`config.mk`:
```
export PLATFORM = sky130hd
export DESIGN_NAME = regwrite_arbiter
export DESIGN_NICKNAME = d
export VERILOG_FILES = /design/src/rtl/regwrite_arbiter.sv
export SDC_FILE = /design/constraint.sdc
export NUM_CORES = 1
export LEC_CHECK = 0
export ABC_AREA = 1
export ABC_CLOCK_PERIOD_IN_PS = 3200
export BUFFER_PORTS_ARGS = -buffer_cell sky130_fd_sc_hd__buf_2
export CAP_MARGIN = 20
export CORE_ASPECT_RATIO = 0.9
export CORE_MARGIN = 3
export CORE_UTILIZATION = 47
export CTS_CLUSTER_SIZE = 24
export DETAILED_ROUTE_END_ITERATION = 10
export MAX_ROUTING_LAYER = met4
export PLACE_DENSITY = 0.85
export SKIP_CTS_REPAIR_TIMING = 1
export SLEW_MARGIN = 20
export SYNTH_ARGS = -nofsm -noshare
export SYNTH_HDL_FRONTEND = slang
export SYNTH_SLANG_ARGS = --single-unit
```
`constraint.sdc`:
```
create_clock -name clk -period 3.2 [get_ports clk]
set_input_delay 0.16 -clock clk [delete_from_list [all_inputs] [get_ports clk]]
set_output_delay 0.16 -clock clk [all_outputs]
set_load 0.005 [all_outputs]
```
`src/rtl/regwrite_arbiter.sv`:
```
// Round-robin arbiter merging ALU and load writebacks onto the single register-file write port.
// Latency: grant is combinational in the request cycle; the write port is driven one cycle later.
// Backpressure: the losing requester (or both when hold=1 or reset=0) sees ready=0 and keeps valid asserted.
module regwrite_arbiter #(
    parameter int DATA_W = 64,
    parameter int CNT_W  = 16
) (
    input  logic              clk,
    input  logic              reset,
    input  logic              hold,
    input  logic              alu_valid,
    input  logic [4:0]        alu_reg,
    input  logic [DATA_W-1:0] alu_data,
    output logic              alu_ready,
    input  logic              mem_valid,
    input  logic [4:0]        mem_reg,
    input  logic [DATA_W-1:0] mem_data,
    output logic              mem_ready,
    output logic              RegWrite,
    output logic [4:0]        WriteRegister,
    output logic [DATA_W-1:0] WriteData,
    output logic              last_grant,
    output logic [CNT_W-1:0]  wr_count
);

    localparam logic [4:0] ZERO_REG = 5'd31;

    logic              grantAlu;
    logic              grantMem;
    logic              xfer;
    logic              doWrite;
    logic [4:0]        selReg;
    logic [DATA_W-1:0] selData;

    // last_grant=1 means MEM won last, so ALU has priority on the next contention.
    always_comb begin
        grantAlu = 1'b0;
        grantMem = 1'b0;
        if (reset && !hold) begin
            if (alu_valid && (!mem_valid || last_grant)) begin
                grantAlu = 1'b1;
            end else if (mem_valid) begin
                grantMem = 1'b1;
            end
        end
        xfer    = grantAlu | grantMem;
        selReg  = grantMem ? mem_reg  : alu_reg;
        selData = grantMem ? mem_data : alu_data;
        doWrite = xfer && (selReg != ZERO_REG);
    end

    assign alu_ready = grantAlu;
    assign mem_ready = grantMem;

    // A transfer to the zero register still updates address/data but never asserts the write enable.
    always_ff @(posedge clk) begin
        if (!reset) begin
            RegWrite      <= 1'b0;
            WriteRegister <= '0;
            WriteData     <= '0;
            last_grant    <= 1'b1;
            wr_count      <= '0;
        end else begin
            RegWrite <= doWrite;
            if (xfer) begin
                WriteRegister <= selReg;
                WriteData     <= selData;
                last_grant    <= grantMem;
            end
            if (doWrite) begin
                wr_count <= wr_count + CNT_W'(1);
            end
        end
    end

endmodule

```
==> results.py <==
metrics = {
    "power": {
        "ir_drop_uv": 333.2,
        "power.density_cell_area_nw_per_um2": 439.5,
        "leakage_nw": 2.705,
    },
    "setup_path": {
        "cp-startpoint": "last_grant",
        "cp-endpoint": "WriteData[21]",
        "endpoint_kind": "flip-flop",
        "cpPeakStageDelay_ps": 500,
        "critPathKind": "flip-flop to flip-flop",
        "critPathRequiredTime_ps": 3460,
        "rrSetupSlack_ps": 1180,
        "reg2reg_from": "last_grant",
        "crit_path_max_fanout": 45,
        "cp_cell_sequence": "a21oi_2, nand2_2, inv_2, buf_4, nand2_1, a31oi_1",
        "worstPathArrival_ps": 2280,
        "critPathLaunchType": "flip-flop",
        "worstRegToRegCells": 6,
        "r2r_end": "WriteData[21]",
        "crit_slowest_cell": "buf_4",
    },
    "sta": {
        "relSlewSlack_pct": 50.56,
        "grt_setup_unrepaired": "false",
        "clock.fmax_mhz": 495.1,
        "period_minus_slack_ps": 2020,
        "worstMarginPinSlew_ps": 741.6,
        "finalClockSkew_ps": 9.059,
        "hold_viol": 0,
        "maxSlewViolCount": 0,
        "tns_ps": 0,
        "period_share_pct": 63.12,
        "finalSetupViolations": 0,
    },
    "route": {
        "postRouteWirelength_mm": 12.23,
        "drt-wirelength-per-cell_um": 14.07,
        "viasPerCell": 5.216,
        "dr.pass1.iters": 4,
        "first_iter_violations": 161,
        "drc": 0,
        "route.antenna.remaining_nets": 0,
        "vias": 4533,
    },
    "floorplan": {
        "core_um2": 8107,
        "die_area_um2": 9548,
        "die_y_um": 93,
        "die_w_um": 102.7,
        "start_util_pct": 48.76,
        "num_rows": 31,
        "io_pins": 232,
    },
    "cells_and_area": {
        "ff_latch_area_um2": 1742,
        "fin_nets": 906,
        "finalNonFillerCells": 869,
        "drive_gt1_share_pct": 35.07,
        "syn_to_final_growth_pct": 33.62,
        "final_common_cell": "buf_2",
        "final_cell_mix": "buf_2 (231), nand2_1 (178), dfxtp_1 (87)",
        "multi_input_area_um2": 1911,
        "fill_cells": 706,
    },
    "place": {
        "gp_congestion": 0.8366,
        "portBuffers": 231,
        "dp_hpwl_mm": 8.797,
        "dp.cells": 850,
    },
    "clock_tree": {
        "clockRootBuffer": "clkbuf_8",
        "cts.sinks": 87,
        "cts_tree": "done",
        "htreeDepth": 3,
        "cts-buffers-inserted": 9,
        "insertion_delay_ps": 350,
        "clk_path_buf_depth": 2,
        "path_clk_slew_ps": 90,
    },
    "synth": {
        "syn_avg_cell_area_um2": 7.096,
        "yosys_warnings": 0,
        "synth-seq-cells": 87,
        "synth_cell_types": 22,
        "seq_area_frac_synth_pct": 44.06,
        "syn-cell-area_um2": 3953,
        "syn-num-nets": 701,
        "synthCells": 557,
    },
    "status": {
        "status": "complete, no violations",
    },
    "hold_path": {
        "hold_path.class": "input port to flip-flop",
    },
    "global_route": {
        "grt_use_total_pct": 25.53,
        "grt-ovfl-total": 0,
        "antenna_found_initial": 3,
        "grt_pass1_wl_mm": 18.90,
        "grt_max_degree": 95,
        "grt_pass1_vias": 4090,
    },
    "job": {
        "max_cap_viol_count": 0,
    },
}
## report_power, final
| part | switching (mW) | leakage, nW | internal [mW] |
|---|---|---|---|
| Sequential | 0.0372 | 0.713 | 1.15 |
| Clock | 0.395 | 0.0895 | 0.362 |
| Combinational | 0.198 | 1.90 | 0.174 |
| Total | 0.631 | 2.70 | 1.69 |
## per-layer routing
layer	GRT usage (%)	vias to the layer above	share of wire, %	wire [um]
li1	-	2287	-	-
met3	6.637	20	8.7	1070
met1	28.88	2019	39	4789
met2	43.76	207	50	6098
met4	8.306	0	2.2	270
met5	-	-	0	0
## worst min path at each step
stage	startpoint	endpoint	slack (ps)	depth (start not counted)
final	mem_data[41]	WriteData[41]	60	3
after global placement	mem_data[7]	WriteData[7]	430	3
after detailed placement	mem_data[41]	WriteData[41]	440	3
after global routing	mem_data[41]	WriteData[41]	40	3
after floorplan	mem_data[63]	WriteData[63]	320	2
after CTS	mem_data[41]	WriteData[41]	40	3
## worst max-delay path: cells and delay by family, from the launching register on
| kind | cells | cell delay (ps) |
|---|---|---|
| flops | 1 | 350 |
| simple gates | 2 | 230 |
| buf+inv | 2 | 890 |
| compound gates | 2 | 450 |
## synth_stat cells
master / instances / area (um^2)
a21oi_1: 7 / 35.03
a21oi_2: 11 / 96.34
a31oi_1: 66 / 412.9
buf_2: 22 / 110.1
buf_6: 3 / 33.78
clkbuf_1: 18 / 67.56
dfxtp_1: 87 / 1742
ha_1: 1 / 12.51
inv_1: 23 / 86.33
inv_2: 2 / 7.510
nand2_1: 178 / 668.1
nand2_2: 3 / 18.77
nand3_1: 24 / 120.1
nand4_1: 3 / 18.77
nor2_1: 32 / 120.1
nor2_4: 1 / 11.26
nor3_1: 1 / 5.000
nor3b_1: 2 / 15.01
o21ai_0: 70 / 350.3
o21ai_1: 1 / 5.000
o21ai_2: 1 / 8.760
o31ai_1: 1 / 7.510
## registers in the layout, indices dropped and copies added, names as in the netlist
| register | cells |
|---|---|
| WriteData | 64 |
| wr_count | 16 |
| WriteRegister | 5 |
| RegWrite | 1 |
| last_grant | 1 |
## layout make-up
cell class                      count  area share, %
Antenna cell                        3         0.1421
Clock buffer                       11          2.488
Clock inverter                      5          1.113
Inverter                           25          1.777
Multi-Input combinational cell    402          36.18
Sequential cell                    87          32.98
Tap cell                           99          2.345
Timing Repair Buffer              237          22.98
## per-stage QoR
step	util (%)	setup slack [ps]	power, mW	cell area, um^2	hold WS, ps
2_1_floorplan	-	1650	1.393	3953	319.9
3_3_place_gp	62.71	1265	1.574	5084	429.4
3_5_place_dp	62.71	1181	1.588	5084	435.7
4_1_cts	65.06	1180	2.344	5274	38.27
5_1_grt	65.15	960.0	2.444	5281	38.21
6_report	65.15	1180	2.321	5281	60.51
## cells by family after synthesis
kind of cell	synth area share [%]
and+or+nand+nor	24.72
AOI/OAI and AO/OA	23.17
DFF	44.06
buffers and inverters	7.724
adders and majority gates	0.3165
(Power assumes the default switching activity.)
